`src/rtl/imem_ctrl_pkg.sv`:
```
// Shared constants, packet layout, FSM state codes and the packet builder
// for the ifmap memory sequencer.
package imem_ctrl_pkg;

    localparam int IFMAP_DIM   = 25;
    localparam int FILTER_DIM  = 5;
    localparam int NUM_TS      = 2;
    localparam int ADDR_W      = 12;
    localparam int PKT_W       = 33;
    localparam int PE_BASE     = 5;
    localparam int SELF_ADDR   = 11;
    localparam int TSDONE_DEST = 12;

    // Router packet field positions: dest[32:29], opcode[28:25], data[24:0]
    localparam int DEST_MSB   = 32;
    localparam int DEST_LSB   = 29;
    localparam int OPC_MSB    = 28;
    localparam int OPC_LSB    = 25;
    localparam int PKT_DATA_W = 25;

    localparam logic [3:0] OPC_WDONE   = 4'd0;
    localparam logic [3:0] OPC_IFROW   = 4'd1;
    localparam logic [3:0] OPC_ROWDONE = 4'd2;
    localparam logic [3:0] OPC_TSDONE  = 4'd10;

    // Sequencer state codes
    localparam logic [2:0] ST_IDLE    = 3'd0;
    localparam logic [2:0] ST_LOAD    = 3'd1;
    localparam logic [2:0] ST_WAIT_W  = 3'd2;
    localparam logic [2:0] ST_RD_ROW  = 3'd3;
    localparam logic [2:0] ST_SEND    = 3'd4;
    localparam logic [2:0] ST_WAIT_RD = 3'd5;
    localparam logic [2:0] ST_TS_END  = 3'd6;
    localparam logic [2:0] ST_DONE    = 3'd7;

    typedef struct packed {
        logic [3:0]            dest;
        logic [3:0]            opcode;
        logic [PKT_DATA_W-1:0] data;
    } pkt_t;

    function automatic pkt_t make_pkt(input logic [3:0] dest,
                                      input logic [3:0] opcode,
                                      input logic [PKT_DATA_W-1:0] data);
        pkt_t p;
        p.dest   = dest;
        p.opcode = opcode;
        p.data   = data;
        return p;
    endfunction

endpackage

```
`src/rtl/imem_ctrl_if.sv`:
```
// Bundle of the load stream, ifmap RAM port and router in/out ports.
// slave = the sequencer side, master = host / RAM / router side.
interface imem_ctrl_if;
    import imem_ctrl_pkg::*;

    logic                 load_start;
    logic                 load_valid;
    logic                 load_ready;
    logic [1:0]           load_ts;
    logic [ADDR_W-1:0]    load_addr;
    logic                 load_data;
    logic                 load_done;

    logic                 mem_we;
    logic                 mem_wts;
    logic [ADDR_W-1:0]    mem_waddr;
    logic                 mem_wdata;
    logic                 mem_re;
    logic                 mem_rts;
    logic [4:0]           mem_rrow;
    logic [IFMAP_DIM-1:0] mem_rdata;

    logic                 rin_valid;
    logic                 rin_ready;
    logic [PKT_W-1:0]     rin_pkt;

    logic                 rout_valid;
    logic                 rout_ready;
    logic [PKT_W-1:0]     rout_pkt;

    modport slave (
        input  load_start, load_valid, load_ts, load_addr, load_data, load_done,
        output load_ready,
        output mem_we, mem_wts, mem_waddr, mem_wdata, mem_re, mem_rts, mem_rrow,
        input  mem_rdata,
        input  rin_valid, rin_pkt,
        output rin_ready,
        output rout_valid, rout_pkt,
        input  rout_ready
    );

    modport master (
        output load_start, load_valid, load_ts, load_addr, load_data, load_done,
        input  load_ready,
        input  mem_we, mem_wts, mem_waddr, mem_wdata, mem_re, mem_rts, mem_rrow,
        output mem_rdata,
        output rin_valid, rin_pkt,
        input  rin_ready,
        input  rout_valid, rout_pkt,
        output rout_ready
    );

endinterface

```
`src/rtl/imem_ctrl_pkt_out_reg.sv`:
```
// Single-entry outbound packet register: once loaded, valid and the packet
// stay put until the router accepts it.
module imem_ctrl_pkt_out_reg
    import imem_ctrl_pkg::*;
(
    input  logic clk,
    input  logic rst_n,
    input  logic load_i,
    input  pkt_t pkt_i,
    input  logic ready_i,
    output logic valid_o,
    output pkt_t pkt_o,
    output logic fire_o
);

    logic valid_q;
    pkt_t pkt_q;

    // Valid flag: set on load, cleared by the handshake or reset
    always_ff @(posedge clk) begin
        if (!rst_n)                  valid_q <= 1'b0;
        else if (load_i)             valid_q <= 1'b1;
        else if (valid_q && ready_i) valid_q <= 1'b0;
    end

    // Payload only changes on load, so it is stable while waiting for ready
    always_ff @(posedge clk) begin
        if (load_i) pkt_q <= pkt_i;
    end

    assign valid_o = valid_q;
    assign pkt_o   = pkt_q;
    assign fire_o  = valid_q && ready_i;

endmodule

```
`src/rtl/imem_ctrl.sv`:
```
// Ifmap memory sequencer: writes the host load stream into the ifmap RAM,
// then per timestep streams FILTER_DIM ifmap rows per output row to the PEs,
// paced by weights-done / row-done packets, and closes each timestep with a
// TSDONE packet.
module imem_ctrl
    import imem_ctrl_pkg::*;
(
    input  logic       clk,
    input  logic       rst_n,
    imem_ctrl_if.slave bus,
    output logic [1:0] cur_ts,
    output logic       busy,
    output logic       all_done,
    output logic [7:0] err_drop
);

    localparam logic [ADDR_W-1:0] PIX_L       = ADDR_W'(IFMAP_DIM * IFMAP_DIM);
    localparam logic [1:0]        NUM_TS_L    = 2'(NUM_TS);
    localparam logic [4:0]        LAST_ROW_L  = 5'(IFMAP_DIM - FILTER_DIM);
    localparam logic [2:0]        LAST_PE_L   = 3'(FILTER_DIM - 1);
    localparam logic [3:0]        PE_BASE_L   = 4'(PE_BASE);
    localparam logic [3:0]        TSDONE_D_L  = 4'(TSDONE_DEST);

    function automatic logic [7:0] sat_inc8(input logic [7:0] v);
        return (v == 8'hFF) ? v : v + 8'd1;
    endfunction

    logic [2:0] state_q,    state_d;
    logic [4:0] r_q,        r_d;
    logic [2:0] p_q,        p_d;
    logic [1:0] cur_ts_q,   cur_ts_d;
    logic [7:0] err_q,      err_d;
    logic       all_done_q, all_done_d;
    logic       rd_pend_q,  rd_pend_d;

    logic       drop;
    logic       out_load;
    pkt_t       out_pkt_in;
    logic       out_valid;
    pkt_t       out_pkt;
    logic       out_fire;

    logic [1:0] ts_m1;
    logic [1:0] cur_m1;
    logic       beat_fire;
    logic       beat_ok;
    logic       rin_fire;
    logic [3:0] rin_opc;
    logic       unused_rin_bits;

    assign ts_m1     = bus.load_ts - 2'd1;
    assign cur_m1    = cur_ts_q - 2'd1;
    assign beat_fire = (state_q == ST_LOAD) && bus.load_valid;
    assign beat_ok   = (bus.load_addr < PIX_L) && (bus.load_ts != 2'd0) &&
                       (bus.load_ts <= NUM_TS_L);
    assign rin_fire  = bus.rin_valid && bus.rin_ready;
    assign rin_opc   = bus.rin_pkt[OPC_MSB:OPC_LSB];
    assign unused_rin_bits = ^{bus.rin_pkt[DEST_MSB:DEST_LSB], bus.rin_pkt[PKT_DATA_W-1:0]};

    // Next-state, counters and drop detection for the sequencer
    always_comb begin
        state_d    = state_q;
        r_d        = r_q;
        p_d        = p_q;
        cur_ts_d   = cur_ts_q;
        all_done_d = 1'b0;
        rd_pend_d  = 1'b0;
        drop       = 1'b0;
        out_load   = 1'b0;
        out_pkt_in = '0;
        case (state_q)
            ST_IDLE: begin
                if (rin_fire)       drop = 1'b1;
                if (bus.load_start) state_d = ST_LOAD;
            end
            ST_LOAD: begin
                if (beat_fire && !beat_ok) drop = 1'b1;
                if (bus.load_done) begin
                    state_d  = ST_WAIT_W;
                    cur_ts_d = 2'd1;
                end
            end
            ST_WAIT_W: begin
                if (rin_fire) begin
                    if (rin_opc == OPC_WDONE) begin
                        r_d     = '0;
                        p_d     = '0;
                        state_d = ST_RD_ROW;
                    end else begin
                        drop = 1'b1;
                    end
                end
            end
            ST_RD_ROW: begin
                rd_pend_d = 1'b1;
                state_d   = ST_SEND;
            end
            ST_SEND: begin
                // First SEND cycle is when the RAM row arrives; capture it.
                if (rd_pend_q) begin
                    out_load   = 1'b1;
                    out_pkt_in = make_pkt(PE_BASE_L + {1'b0, p_q}, OPC_IFROW,
                                          PKT_DATA_W'(bus.mem_rdata));
                end else if (out_fire) begin
                    if (p_q < LAST_PE_L) begin
                        p_d     = p_q + 3'd1;
                        state_d = ST_RD_ROW;
                    end else begin
                        state_d = ST_WAIT_RD;
                    end
                end
            end
            ST_WAIT_RD: begin
                if (rin_fire) begin
                    if (rin_opc == OPC_ROWDONE) begin
                        if (r_q < LAST_ROW_L) begin
                            r_d     = r_q + 5'd1;
                            p_d     = '0;
                            state_d = ST_RD_ROW;
                        end else begin
                            out_load   = 1'b1;
                            out_pkt_in = make_pkt(TSDONE_D_L, OPC_TSDONE,
                                                  PKT_DATA_W'(cur_ts_q));
                            state_d    = ST_TS_END;
                        end
                    end else begin
                        drop = 1'b1;
                    end
                end
            end
            ST_TS_END: begin
                if (out_fire) begin
                    if (cur_ts_q < NUM_TS_L) begin
                        cur_ts_d = cur_ts_q + 2'd1;
                        state_d  = ST_WAIT_W;
                    end else begin
                        all_done_d = 1'b1;
                        state_d    = ST_DONE;
                    end
                end
            end
            ST_DONE: begin
                if (bus.load_start) begin
                    cur_ts_d = 2'd0;
                    state_d  = ST_LOAD;
                end
            end
            default: state_d = ST_IDLE;
        endcase
        err_d = drop ? sat_inc8(err_q) : err_q;
    end

    // Sequencer state registers with synchronous active-low reset
    always_ff @(posedge clk) begin
        if (!rst_n) begin
            state_q    <= ST_IDLE;
            r_q        <= '0;
            p_q        <= '0;
            cur_ts_q   <= '0;
            err_q      <= '0;
            all_done_q <= 1'b0;
            rd_pend_q  <= 1'b0;
        end else begin
            state_q    <= state_d;
            r_q        <= r_d;
            p_q        <= p_d;
            cur_ts_q   <= cur_ts_d;
            err_q      <= err_d;
            all_done_q <= all_done_d;
            rd_pend_q  <= rd_pend_d;
        end
    end

    imem_ctrl_pkt_out_reg u_out (
        .clk     (clk),
        .rst_n   (rst_n),
        .load_i  (out_load),
        .pkt_i   (out_pkt_in),
        .ready_i (bus.rout_ready),
        .valid_o (out_valid),
        .pkt_o   (out_pkt),
        .fire_o  (out_fire)
    );

    assign bus.load_ready = (state_q == ST_LOAD);
    assign bus.mem_we     = beat_fire && beat_ok;
    assign bus.mem_wts    = ts_m1[0];
    assign bus.mem_waddr  = bus.load_addr;
    assign bus.mem_wdata  = bus.load_data;
    assign bus.mem_re     = (state_q == ST_RD_ROW);
    assign bus.mem_rts    = cur_m1[0];
    assign bus.mem_rrow   = r_q + {2'b00, p_q};
    assign bus.rin_ready  = rst_n && ((state_q == ST_IDLE) || (state_q == ST_WAIT_W) ||
                                      (state_q == ST_WAIT_RD));
    assign bus.rout_valid = out_valid;
    assign bus.rout_pkt   = out_pkt;

    assign cur_ts   = cur_ts_q;
    assign busy     = (state_q != ST_IDLE) && (state_q != ST_DONE);
    assign all_done = all_done_q;
    assign err_drop = err_q;

endmodule

```
`src/flat_wrapper.sv`:
```
// flat-port wrapper written by rule: the top's interface ports become plain ports
module imem_ctrl_flat import imem_ctrl_pkg::*;
  (clk, rst_n, cur_ts, busy, all_done, err_drop, bus_load_start, bus_load_valid, bus_load_ts, bus_load_addr, bus_load_data, bus_load_done, bus_load_ready, bus_mem_we, bus_mem_wts, bus_mem_waddr, bus_mem_wdata, bus_mem_re, bus_mem_rts, bus_mem_rrow, bus_mem_rdata, bus_rin_valid, bus_rin_pkt, bus_rin_ready, bus_rout_valid, bus_rout_pkt, bus_rout_ready);
  imem_ctrl_if bus_i ();
  input  logic clk;
  input  logic rst_n;
  output logic [1:0] cur_ts;
  output logic busy;
  output logic all_done;
  output logic [7:0] err_drop;
  input wire logic [$bits(bus_i.load_start)-1:0] bus_load_start;
  input wire logic [$bits(bus_i.load_valid)-1:0] bus_load_valid;
  input wire logic [$bits(bus_i.load_ts)-1:0] bus_load_ts;
  input wire logic [$bits(bus_i.load_addr)-1:0] bus_load_addr;
  input wire logic [$bits(bus_i.load_data)-1:0] bus_load_data;
  input wire logic [$bits(bus_i.load_done)-1:0] bus_load_done;
  output wire logic [$bits(bus_i.load_ready)-1:0] bus_load_ready;
  output wire logic [$bits(bus_i.mem_we)-1:0] bus_mem_we;
  output wire logic [$bits(bus_i.mem_wts)-1:0] bus_mem_wts;
  output wire logic [$bits(bus_i.mem_waddr)-1:0] bus_mem_waddr;
  output wire logic [$bits(bus_i.mem_wdata)-1:0] bus_mem_wdata;
  output wire logic [$bits(bus_i.mem_re)-1:0] bus_mem_re;
  output wire logic [$bits(bus_i.mem_rts)-1:0] bus_mem_rts;
  output wire logic [$bits(bus_i.mem_rrow)-1:0] bus_mem_rrow;
  input wire logic [$bits(bus_i.mem_rdata)-1:0] bus_mem_rdata;
  input wire logic [$bits(bus_i.rin_valid)-1:0] bus_rin_valid;
  input wire logic [$bits(bus_i.rin_pkt)-1:0] bus_rin_pkt;
  output wire logic [$bits(bus_i.rin_ready)-1:0] bus_rin_ready;
  output wire logic [$bits(bus_i.rout_valid)-1:0] bus_rout_valid;
  output wire logic [$bits(bus_i.rout_pkt)-1:0] bus_rout_pkt;
  input wire logic [$bits(bus_i.rout_ready)-1:0] bus_rout_ready;
  assign bus_i.load_start = bus_load_start;
  assign bus_i.load_valid = bus_load_valid;
  assign bus_i.load_ts = bus_load_ts;
  assign bus_i.load_addr = bus_load_addr;
  assign bus_i.load_data = bus_load_data;
  assign bus_i.load_done = bus_load_done;
  assign bus_load_ready = bus_i.load_ready;
  assign bus_mem_we = bus_i.mem_we;
  assign bus_mem_wts = bus_i.mem_wts;
  assign bus_mem_waddr = bus_i.mem_waddr;
  assign bus_mem_wdata = bus_i.mem_wdata;
  assign bus_mem_re = bus_i.mem_re;
  assign bus_mem_rts = bus_i.mem_rts;
  assign bus_mem_rrow = bus_i.mem_rrow;
  assign bus_i.mem_rdata = bus_mem_rdata;
  assign bus_i.rin_valid = bus_rin_valid;
  assign bus_i.rin_pkt = bus_rin_pkt;
  assign bus_rin_ready = bus_i.rin_ready;
  assign bus_rout_valid = bus_i.rout_valid;
  assign bus_rout_pkt = bus_i.rout_pkt;
  assign bus_i.rout_ready = bus_rout_ready;
  imem_ctrl u_core (.clk(clk), .rst_n(rst_n), .bus(bus_i), .cur_ts(cur_ts), .busy(busy), .all_done(all_done), .err_drop(err_drop));
endmodule
```
`config.mk`:
```
export PLATFORM = sky130hd
export DESIGN_NAME = imem_ctrl_flat
export DESIGN_NICKNAME = d
export VERILOG_FILES = /design/src/rtl/imem_ctrl_pkg.sv /design/src/rtl/imem_ctrl_if.sv /design/src/rtl/imem_ctrl_pkt_out_reg.sv /design/src/rtl/imem_ctrl.sv /design/src/flat_wrapper.sv
export SDC_FILE = /design/constraint.sdc
export NUM_CORES = 1
export LEC_CHECK = 0
export BUFFER_PORTS_ARGS = -buffer_cell sky130_fd_sc_hd__buf_4
export CAP_MARGIN = 15
export CORE_MARGIN = 3
export CORE_UTILIZATION = 34
export CTS_CLUSTER_DIAMETER = 200
export DETAILED_ROUTE_END_ITERATION = 12
export GPL_ROUTABILITY_DRIVEN = 0
export PLACE_DENSITY = 0.68
export SYNTH_ARGS = -nofsm -noshare
export SYNTH_HDL_FRONTEND = slang
export SYNTH_HIERARCHICAL = 1
export SYNTH_SLANG_ARGS = --single-unit
```
`constraint.sdc`:
```
create_clock -name clk -period 4.1 [get_ports clk]
set_clock_uncertainty 0.15 [all_clocks]
set_input_delay 0.82 -clock clk [delete_from_list [all_inputs] [get_ports clk]]
set_output_delay 0.82 -clock clk [all_outputs]
set_load 0.05 [all_outputs]
```
---- Yosys cells after proc, flatten, opt, wreduce, memory -nomap -nowiden ----
Index checks and enable logic that the tools add are counted.
storage, ports and cells
  register bits after elaboration ......... 57
  bits of input ports ..................... 80
  output and inout bits ................... 70
  logic and storage cells ................. 129
cells by class
  add/subtract/negate cells ............... 8
  magnitude comparators ................... 5
  equal/unequal tests ..................... 23
  mux-type cells .......................... 54
  bitwise logic cells ..................... 1
  reduce and logical (&&, ||, !) cells .... 27
operator list
  cell                                                                            count
  33-bit 2-to-1 mux                                                               4
  33-bit one-hot mux with 2 select lines                                          1
  3-bit 2-to-1 mux                                                                20
  5-bit 2-to-1 mux                                                                5
  3-bit one-hot mux with 7 select lines                                           1
  2-bit by 1-bit inequality test with 1-bit output, second input constant         10
  9-bit AND reduction                                                             2
  1-bit 2-to-1 mux                                                                14
  3-bit equality test, second input constant                                      4
  12-bit by 10-bit less-than comparator with 1-bit output, second input constant  1
  5-bit one-hot mux with 2 select lines                                           1
  1-bit logical AND                                                               9
  3-bit one-hot mux with 3 select lines                                           1
  3-bit nonzero test                                                              3
  8-bit by 1-bit adder with 8-bit output, second input constant                   1
  8-bit equality test, second input constant                                      1
  2-bit 2-to-1 mux                                                                4
  3-bit by 2-bit equality test with 1-bit output, second input constant           2
  2-bit inequality test, second input constant                                    3
  2-bit one-hot mux with 3 select lines                                           1
  6-bit AND reduction                                                             1
  2-bit nonzero test                                                              3
  5-bit by 1-bit adder with 5-bit output, second input constant                   1
  5-bit by 3-bit adder with 5-bit output                                          1
  22 further kinds                                                                24

---- Longest topological paths before layout ----
  depth in word-level cells ............... 8
  mapped depth ............................ 7
  mapped depth without buffers ............ 6

---- Hierarchy ----
The synthesis kept the hierarchy.
modules (own cells, without submodules)
  module                 instances  cells each  area an instance (µm²)  sequential area each (µm²)
  imem_ctrl              1          257         1956.9                  460.4
  imem_ctrl_pkt_out_reg  1          37          1032.2                  1011.0

---- Least setup slack after synthesis ----
OpenSTA, ideal clock, no wires.
  path type ............................... input -> register
  start ................................... input port bus_rin_pkt[25]
  end ..................................... register u_core.u_out.pkt_q, in the netlist u_core/u_out/pkt_o[0] (enable)
  library setup time ...................... 0.391 ns
  data arrival time ....................... 2.682 ns
  required time ........................... 3.559 ns
  slack ................................... 0.877 ns
  cell stages on the path ................. 4
  path buffers ............................ 0
  cell sequence ........................... or3_1 or2_2 or3_1 nand2_1
between the ends
  word-level cells in the longest chain between the ends .. 4
RTL lines
  what                                            line                         RTL
  from (decl)                                     flat_wrapper.sv:27           input wire logic [$bits(bus_i.rin_pkt)-1:0] bus_rin_pkt;
  4-bit by 2-bit equality test with 1-bit output  imem_ctrl.sv:115             if (rin_opc == OPC_ROWDONE) begin
  1-bit 2-to-1 mux                                imem_ctrl.sv:115
  1-bit 2-to-1 mux                                imem_ctrl.sv:114             if (rin_fire) begin
  1-bit one-hot mux with 2 select lines           imem_ctrl.sv:71              case (state_q)
  named net u_core.out_load                       imem_ctrl.sv:37              logic out_load;
  to (signal assigned)                            imem_ctrl_pkt_out_reg.sv:28  if (load_i) pkt_q <= pkt_i;
  to (decl)                                       imem_ctrl_pkt_out_reg.sv:17  pkt_t pkt_q;
The timed path passes the listed nets, and every way through them passes these cells.
A chain may end at the register's enable or synchronous reset.

---- Final worst setup path ----
  start ................................... register u_core.p_q[0]
  end ..................................... output port bus_mem_rrow[4]
between the ends
  word-level cells in the longest chain between the ends .. 1
RTL lines
  what                                    line                RTL
  from (decl)                             imem_ctrl.sv:30     logic [2:0] p_q, p_d;
  from (signal assigned)                  imem_ctrl.sv:166    p_q <= p_d;
  5-bit by 3-bit adder with 5-bit output  imem_ctrl.sv:192    assign bus.mem_rrow = r_q + {2'b00, p_q};
  to (decl)                               flat_wrapper.sv:24  output wire logic [$bits(bus_i.mem_rrow)-1:0] bus_mem_rrow;
Every way passes these cells.

==> run_results.csv <==
group,metric,value,unit
worst_setup_path,start_point_of_the_critical_path,"u_core/p_q[0]$_SDFFE_PN0P_",
grt,grt_pass1_vias,2354,
timing,worst_margin_pin_slew,0.714,ns
grt,grt_overflow_total,0,
worst_setup_path,worst-path-buf-inv,2,
synthesis,synth_enable_flop_cells,33,
synthesis,synth_seq_area_share,0.492,
drt,routed_antenna_nets,0,
run,timing.max_cap.violations,0,
finish,nNetsFinal,484,
worst_setup_path,crit_path_end_kind,"primary output",
finish,antenna_cells_inserted,0,
drt,route.final.wire_length,7.07,mm
drt,route.detailed.drc,0,
synthesis,mappedNetlistNets,381,
timing,slew_violations,0,
finish,instances_no_fill,507,
worst_setup_path,worst_path_dominant_cell_family,"adder cells",
synthesis,synthMuxAreaShare,0.0368,
synthesis,yosys_warnings,6,
floorplanning,die_area,0.00995,sq mm
drt,post_drt_wl_per_cell,13.9,um
power_and_ir_drop,clock_power_share,0.263,
power_and_ir_drop,internal-power,0.00102,W
finish,total_of_fill_cells_in_the_finished_design,803,
grt,grt_first_pass_wirelength,11.3,mm
finish,most-common-layout-cells,"120 x buf_4, 33 x edfxtp_1, 26 x nand2_1, 26 x and3_1, 24 x dfxtp_1",
placement,place.detailed.instances,491,
power_and_ir_drop,power_frac_comb,0.299,
power_and_ir_drop,cellPowerDensity,404,mW/mm^2
placement,io_buffers,118,
floorplanning,initial_utilization,0.357,
worst_setup_path,path_max_fanout,6,
clocking,hold_buffers,0,
synthesis,synth_ff_type,"edfxtp_1",
synthesis,yosys_register_bits,57,
clocking,numCtsBuffers,9,
finish,layout.cells.most_common,"buf_4",
clocking,clock_latency,0.33,ns
worst_setup_path,cp_slowest_stage_delay,0.43,ns
min_path,classification_of_the_worst_slack_hold_path,"register to register",
synthesis,yosys.area_share.adder,0.0318,
drt,iteration_0_drc_count_of_the_detailed_router,142,
run_status,run_status,"finished, final reports clean",
drt,route.detailed.vias_per_inst,4.97,
clocking,clock-sinks,57,
power_and_ir_drop,total_switching_power,0.000602,W
worst_setup_path,slowest_library_cell_on_the_worst_path,"dfxtp_1",
clocking,cts.repair_timing.setup_buffer_count,0,
finish,syn_to_final_growth,34.6,%
power_and_ir_drop,share_seq_of_total_power,0.437,
worst_setup_path,worst-endpoint-required,3.13,ns
timing,grt_setup_unrepaired,"no",
timing,fin_setup_tns,0,ns
grt,initial_antenna_violation_count,0,
timing,fraction_of_the_cycle_the_final_worst_path_needs,0.738,
timing,total_setup_violations_reported_at_the_end_of_the_flow,0,
floorplanning,die_x,99.8,um
synthesis,number_of_standard_cells_after_synthesis,294,
power_and_ir_drop,net_sw_frac,0.370,
worst_setup_path,cp_data_arrival_time,2.06,ns
grt,grt_max_degree,38,
synthesis,syn_area_per_cell,10.2,sq um
floorplanning,placement_rows,33,
drt,vias,2519,
clocking,clk_pin_slew,0.07,ns
synthesis,post_synth_and_or_nand_nor_area_fraction,0.223,
timing,max_freq,330,MHz
power_and_ir_drop,power.ir.vdd_worst,0.202,mV
finish,post_route_cells_drive_above_1_share,0.356,
clocking,cts_tree,"built",
power_and_ir_drop,total_leakage_power,1.84,nW
min_path,hold_path_startpoint,"u_core/err_drop[1]$_SDFFE_PN0P_",
synthesis,post_synth_num_cell_types,56,
drt,drt_pass1_iterations,4,
synthesis,async_flop_share,0,
worst_setup_path,worst_r2r_startpoint,"u_core/state_q[2]$_SDFFE_PN0P_",
clocking,ctsLongestPathBuffers,2,
clocking,cts.root.buffer_cell,"clkbuf_8",
clocking,ctsHtreeMaxLevel,3,
timing,relSlewSlack,0.523,
synthesis,synth_top_family_by_area,"simple AND/OR/NAND/NOR gates",
timing,final-hold-violation-count,0,
worst_setup_path,setup.worst_path.class,"register to primary output",
floorplanning,die_height,99.8,um
timing,layout_min_cycle_time,3.03,ns
synthesis,synth_compound_gate_area_share,0.126,
synthesis,syn-cell-area,0.00299,sq mm
grt,grtUsageTotal,0.140,
placement,dp_hpwl,5.15,mm
synthesis,synthXorXnorAreaFrac,0.0176,
worst_setup_path,startpoint_type,"register",
worst_setup_path,timing.critical_path.cells,"ha_1 -> inv_1 -> fa_1 -> nor2b_1 -> o21ai_0 -> xnor2_1 -> buf_4",
floorplanning,design.portCount,150,
clocking,resized_cells_post_cts,0,
floorplanning,core_area,0.00838,sq mm
metrics by stage:
step / worst slack (ns) / utilization / total power (W) / cell area [sq um] / hold slack (ns)
after floorplan: 0.877 / - / 0.00107 / 2990 / 0.330
after global placement: 0.983 / 0.461 / 0.00120 / 3860 / 0.332
after detailed placement: 0.940 / 0.461 / 0.00121 / 3860 / 0.344
after CTS: 1.03 / 0.480 / 0.00164 / 4020 / 0.357
after global routing: 0.893 / 0.480 / 0.00172 / 4020 / 0.392
final: 1.07 / 0.480 / 0.00163 / 4020 / 0.351
cell families after synthesis:
family,Yosys count
buf+inv,41
flops,57
fa+ha+maj,7
xor+xnor,6
mux,11
compound gates,53
other cells,1
simple gates,118
state kept, by name, indices dropped and copies added (netlist names):
signal / count
u_core/u_out/pkt_o: 33
u_core/err_drop: 8
u_core/r_q: 5
u_core/p_q: 3
u_core/state_q: 3
u_core/cur_ts: 2
u_core/all_done: 1
u_core/rd_pend_q: 1
u_core/u_out/valid_o: 1
power by group through the flow:
stage / Clock [W] / Sequential, W / Combinational (W)
CTS: 0.000448 / 0.000709 / 0.000488
global placement: 0 / 0.000721 / 0.000479
detailed placement: 0 / 0.000721 / 0.000487
global route: 0.000467 / 0.000719 / 0.000529
floorplan: 0 / 0.000683 / 0.000390
finish: 0.000428 / 0.000711 / 0.000486
Yosys cell counts, types with 3 or more instances:
cell	instances	area [sq um]
nand2b_1	12	75.1
clkbuf_1	8	30.0
a21oi_1	8	40.0
nor2_1	13	48.8
ha_1	6	75.1
buf_2	3	15.0
nor2b_1	3	18.8
a211oi_1	4	30.0
xnor2_1	4	35.0
edfxtp_1	33	991
or3_1	3	18.8
buf_4	15	113
dfxtp_1	24	480
nand3_1	9	45.0
nand4_1	4	25.0
a31oi_1	3	18.8
a21o_1	3	22.5
nand3b_1	3	22.5
nand2_1	26	97.6
mux2i_1	11	110
inv_1	13	48.8
and3_1	26	163
o21ai_0	14	70.1
final cells by class:
cell class,instances,area [sq um],area share
flip-flops and latches,57,1470,0.366
repair buffers,120,901,0.224
clock inverters,7,37.5,0.00933
clock buffers,9,124,0.0308
inverters,13,48.8,0.0121
multi-input cells,196,1310,0.325
well taps,105,131,0.0327
worst min-delay path, delay by kind of cell (launching register included):
kind | cells | cell delay (ns)
multiplexers | 1 | 0.06
flip-flops | 1 | 0.34
AND/OR/NAND/NOR | 1 | 0.06
per-layer routing:
metal	vias up	share of wire	global-route usage	routed length, um
met5	-	0	0	0
met2	73	0.48	0.224	3400
met3	9	0.067	0.0330	475
met1	1171	0.44	0.183	3100
met4	0	0.013	0.0536	91
li1	1266	-	-	-
final timing paths:
kind | depth (start not counted) | slack, ns | to
max | 7 | 1.07 | bus_mem_rrow[4]
min | 2 | 0.35 | u_core/err_drop[1]$_SDFFE_PN0P_
max reg2reg | 5 | 1.49 | u_core/err_drop[6]$_SDFFE_PN0P_
min reg2reg | 2 | 0.35 | u_core/err_drop[1]$_SDFFE_PN0P_
Note: power is estimated with default switching activity, not from simulation.
